[src/rtl/sdspi_perf_meter.sv]
`default_nettype none
// ============================================================================
// Module      : sdspi_perf_meter
// Description : Times uut_start-rise to uut_finish-rise; keeps last/min/max/run stats.
// Revision    : 1.0 - initial release
// ============================================================================
module sdspi_perf_meter #(
    parameter int          CNT_WIDTH      = 32,
    parameter int unsigned TIMEOUT_CYCLES = 100000000,
    parameter int          RUNS_WIDTH     = 16
) (
    input  logic                  clk,
    input  logic                  rst,
    input  logic                  clear,
    input  logic                  uut_start,
    input  logic                  uut_finish,
    input  logic [1:0]            sel,
    output logic                  busy,
    output logic                  result_valid,
    output logic                  timeout,
    output logic [CNT_WIDTH-1:0]  last_cycles,
    output logic [CNT_WIDTH-1:0]  min_cycles,
    output logic [CNT_WIDTH-1:0]  max_cycles,
    output logic [RUNS_WIDTH-1:0] run_count,
    output logic [31:0]           dout
);

    typedef enum logic [0:0] {
        S_IDLE    = 1'b0,
        S_MEASURE = 1'b1
    } state_t;

    localparam logic [CNT_WIDTH-1:0] C_TIMEOUT = CNT_WIDTH'(TIMEOUT_CYCLES);
    localparam logic [CNT_WIDTH-1:0] C_CNT_ONE = CNT_WIDTH'(1);
    localparam int C_WA = (CNT_WIDTH > 32) ? CNT_WIDTH : 32;
    localparam int C_W  = (RUNS_WIDTH > C_WA) ? RUNS_WIDTH : C_WA;

    state_t                  state_q;
    logic                    start_q;
    logic                    finish_q;
    logic                    valid_q;
    logic                    timeout_q;
    logic [CNT_WIDTH-1:0]    cnt_q;
    logic [CNT_WIDTH-1:0]    last_q;
    logic [CNT_WIDTH-1:0]    min_q;
    logic [CNT_WIDTH-1:0]    max_q;
    logic [RUNS_WIDTH-1:0]   runs_q;

    logic                    start_rise;
    logic                    finish_rise;
    logic [CNT_WIDTH-1:0]    cnt_d;
    logic [RUNS_WIDTH-1:0]   runs_d;
    logic [C_W-1:0]          sel_wide;

    assign start_rise  = uut_start & ~start_q;
    assign finish_rise = uut_finish & ~finish_q;
    assign cnt_d       = cnt_q + C_CNT_ONE;
    assign runs_d      = (&runs_q) ? runs_q : runs_q + RUNS_WIDTH'(1);

    always_ff @(posedge clk or posedge rst) begin
        if (rst) begin
            state_q   <= S_IDLE;
            start_q   <= 1'b0;
            finish_q  <= 1'b0;
            valid_q   <= 1'b0;
            timeout_q <= 1'b0;
            cnt_q     <= '0;
            last_q    <= '0;
            min_q     <= '1;
            max_q     <= '0;
            runs_q    <= '0;
        end else begin
            start_q  <= uut_start;
            finish_q <= uut_finish;
            valid_q  <= 1'b0;
            if (clear) begin
                state_q   <= S_IDLE;
                timeout_q <= 1'b0;
                cnt_q     <= '0;
                last_q    <= '0;
                min_q     <= '1;
                max_q     <= '0;
                runs_q    <= '0;
            end else begin
                case (state_q)
                    S_IDLE: begin
                        if (start_rise) begin
                            state_q <= S_MEASURE;
                            cnt_q   <= C_CNT_ONE;
                        end
                    end
                    S_MEASURE: begin
                        // A finish landing on the timeout cycle still counts as a result.
                        if (finish_rise) begin
                            last_q  <= cnt_q;
                            runs_q  <= runs_d;
                            valid_q <= 1'b1;
                            state_q <= S_IDLE;
                            if (cnt_q < min_q) begin
                                min_q <= cnt_q;
                            end
                            if (cnt_q > max_q) begin
                                max_q <= cnt_q;
                            end
                        end else if (cnt_q == C_TIMEOUT) begin
                            timeout_q <= 1'b1;
                            state_q   <= S_IDLE;
                        end else begin
                            cnt_q <= cnt_d;
                        end
                    end
                    default: state_q <= S_IDLE;
                endcase
            end
        end
    end

    always_comb begin
        sel_wide = '0;
        case (sel)
            2'd0:    sel_wide[CNT_WIDTH-1:0]  = last_q;
            2'd1:    sel_wide[CNT_WIDTH-1:0]  = min_q;
            2'd2:    sel_wide[CNT_WIDTH-1:0]  = max_q;
            default: sel_wide[RUNS_WIDTH-1:0] = runs_q;
        endcase
    end

    assign dout         = sel_wide[31:0];
    assign busy         = (state_q == S_MEASURE);
    assign result_valid = valid_q;
    assign timeout      = timeout_q;
    assign last_cycles  = last_q;
    assign min_cycles   = min_q;
    assign max_cycles   = max_q;
    assign run_count    = runs_q;

endmodule
`default_nettype wire
[config.mk]
export PLATFORM = sky130hd
export DESIGN_NAME = sdspi_perf_meter
export DESIGN_NICKNAME = d
export VERILOG_FILES = /design/src/rtl/sdspi_perf_meter.sv
export SDC_FILE = /design/constraint.sdc
export NUM_CORES = 1
export LEC_CHECK = 0
export CORE_AREA = 4 4 138 140
export CTS_BUF_LIST = sky130_fd_sc_hd__clkbuf_16
export CTS_CLUSTER_SIZE = 24
export DETAILED_ROUTE_END_ITERATION = 7
export DIE_AREA = 0 0 142 144
export GPL_TIMING_DRIVEN = 0
export PLACE_DENSITY = 0.75
export SLEW_MARGIN = 20
export SYNTH_ARGS = -nofsm -noshare
export SYNTH_HDL_FRONTEND = slang
export SYNTH_SLANG_ARGS = --single-unit
[constraint.sdc]
create_clock -name clk -period 8.2 [get_ports clk]
set_input_delay 1.64 -clock clk [delete_from_list [all_inputs] [get_ports clk]]
set_output_delay 1.64 -clock clk [all_outputs]
set_load 0.02 [all_outputs]
==> flow_summary.ini <==
[status]
status = finished, final reports clean

[final_layout]
final_core_util_pct = 62.9
drive_gt1_share_pct = 9.07
regArea_um2 = 3770
fill_cells = 1451
instances_no_fill = 1332
antenna_cells = 0
area_delta_synth_final_pct = 27.7
multiInputGateArea_um2 = 4500
fin_nets = 1163

[routing]
dr_total_vias = 7890
ant_nets = 0
routedWlPerCell_um = 20.3
post-route-drc-count = 0
drt-total-wl_mm = 27.1
drtIter0Drc = 822
via_per_inst = 5.92
first_pass_iters = 6

[critical_path]
setup.worst_path.start_class = input port
required_ns = 6.56
crit_top_cell = clkbuf_1
worst_ep_arrival_time_ns = 4.08
critPathSlowestCell = clkdlybuf4s50_1
crit_type = in2out
endpoint_kind = output port
slowest_delay_ns = 0.64
worstPathMaxFanout = 10
path_cells = clkbuf_1 > nor2b_1 > clkbuf_1 > clkbuf_1 > nand2_1 > o21ai_0 > clkdlybuf4s50_1

[sta]
skew_ns = 0.0106
setup_violations = 0
hold_viol = 0
relSlewSlack_pct = 32.1
slew_violations = 0
timing.fmax_ghz = 0.175
min_period_ns = 5.72
period_share_pct = 69.8
rsz0062_at_grt = no
tns_ns = 0
layout_setup_ws_ns = 2.48
worstMarginPinSlew_ns = 1.01

[clock_network]
cts_root_buffer = clkbuf_16
clk_path_buf_depth = 2
cts.sinks = 149
cts_buffers = 17
postCtsSetupRepairBufs = 0
postCtsHoldBufs = 0
cts-htree-levels = 4
cts_resized = 0
clock_latency_ns = 0.43
clkTransAtPathRegs_ns = 0.06
tritoncts = yes

[logic_synthesis]
syn_area_per_cell_um2 = 9.57
synth_edf_count = 0
async_flop_share_pct = 100
yosysSeqAreaShare_pct = 42.9
synth_flop_cell = dfrtp_1
ys.warnings.count = 0
netlist_area_um2 = 8790
ys_types = 55
synth_cells = 919
synth-seq-cells = 149
syn-num-nets = 992

[die]
dieArea_um2 = 20400
die_height_um = 144
rows = 49
coreArea_um2 = 17800
die_w_um = 142
pin_count = 154
start_util_pct = 49.3

[place]
dp_slack_ns = 2.44
numPortBuffers = 151
place_congestion = 0.893
dp.cells = 1300
dp_hpwl_mm = 19.7

[global_routing]
grt_pass1_wl_mm = 42.3
grtUsageTotal_pct = 26.7
grt_max_degree = 94
antenna_found_initial = 0
grt_pass1_vias = 7661
grt_overflow = 0

[pwr]
vdd_ir_drop_max_v = 0.000155
power_density_nw_per_um2 = 151
total_power_w = 0.00170
p_leak_nw = 4.90

[run]
cap_violations = 0

[min_path]
worstHoldPathType = reg2reg
## synthesized netlist by cell type, drive strengths merged, types with 4 or more instances
cell    count  share of area (%)
clkbuf     47                2.0
mux4       16                4.1
o21ai      68                3.9
a22o       32                3.2
nand4      19                1.4
xor2       11                1.1
a21oi      38                2.2
nand2     116                5.0
dfstp      32                9.6
xnor2      21                2.1
and3        4               0.28
nor2b       5               0.36
buf        11               0.74
ha         66                9.4
nor4       10               0.88
and4        4               0.41
a31oi      33                2.3
nand3      19                1.1
a211oi      5               0.43
nor2       57                2.4
or3        14                1.0
a21o        4               0.34
dfrtp     117                 33
inv        77                3.3
mux2i      50                5.7
nor3       13               0.74
## worst max-delay path: cells and delay by family
family                 cells  cell delay, ns
buffers and inverters      4            2.00
AND/OR/NAND/NOR            2            0.32
AO/OA/AOI/OAI              1            0.12
## cell type report
type / count / area share, %
Sequential cell: 149 / 33.6
Timing Repair Buffer: 152 / 13.7
Tap cell: 229 / 2.55
Clock buffer: 17 / 3.79
Buffer: 58 / 2.18
Multi-Input combinational cell: 635 / 40.1
Clock inverter: 15 / 1.45
Inverter: 77 / 2.64
## state kept, by name (all words and copies together), names as in the netlist
register	cells
cnt_q	32
min_cycles	32
max_cycles	32
finish_q	1
run_count	16
start_q	1
timeout	1
busy	1
result_valid	1
last_cycles	32
## through the flow
stage | hold WS [ns] | area, um^2
CTS | 0.512 | 11200
finish | 0.509 | 11200
global route | 0.541 | 11200
detailed placement | 0.492 | 10600
floorplan | 0.523 | 8790
global placement | 0.496 | 10600
## kinds of logic (layout without fill, tap and decap cells)
logic type / Yosys count / after routing / share of synthesized area, %
compound gates: 196 / 196 / 13.9
xor+xnor: 32 / 32 / 3.19
fa+ha+maj: 66 / 66 / 9.39
buf+inv: 135 / 319 / 6.06
flops: 149 / 149 / 42.9
mux: 67 / 67 / 9.92
simple gates: 274 / 274 / 14.7
## placed cells by master, fill, tap and decap left out, types with 8 or more instances in the layout
cell and instances:
a22o_1 32, mux2i_1 50, mux4_2 16, inv_1 76, clkdlybuf4s50_1 151, a21oi_1 38
clkbuf_16 17, dfstp_2 32, dfrtp_1 117, xnor2_1 21, nor4_1 8, ha_1 66
nor2_1 57, nand3_1 18, xor2_1 11, nand2_1 116, nand4_1 19, clkbuf_1 45
o21ai_0 68, a31oi_1 33, or3_1 14, nor3_1 12
## metal layers
layer  vias up  share of wire [%]  GRT usage, %
met5         -                  0             0
met4         0                2.4          8.64
met3        47                6.7          4.96
met2       305                 48          43.0
met1      3943                 43          36.7
li1       3595                  -             -
## final timing paths
check	to	slack (ns)	depth (start not counted)	start
setup reg to reg	min_cycles[9]	5.01	9	min_cycles[27]
min in group asynchronous	last_cycles[22]	1.64	2	rst
setup / recovery	dout[29]	2.48	7	sel[0]
max in group asynchronous	min_cycles[9]	5.74	3	rst
hold reg to reg	timeout	0.51	2	timeout
hold / removal	timeout	0.51	2	timeout
## power breakdown
part	switching, W	internal, W	leakage [nW]
Clock	0.000317	0.000474	0.285
Sequential	0.00000851	0.000746	1.96
Combinational	0.0000992	0.0000548	2.65
Power figures use the tool's default switching activity.
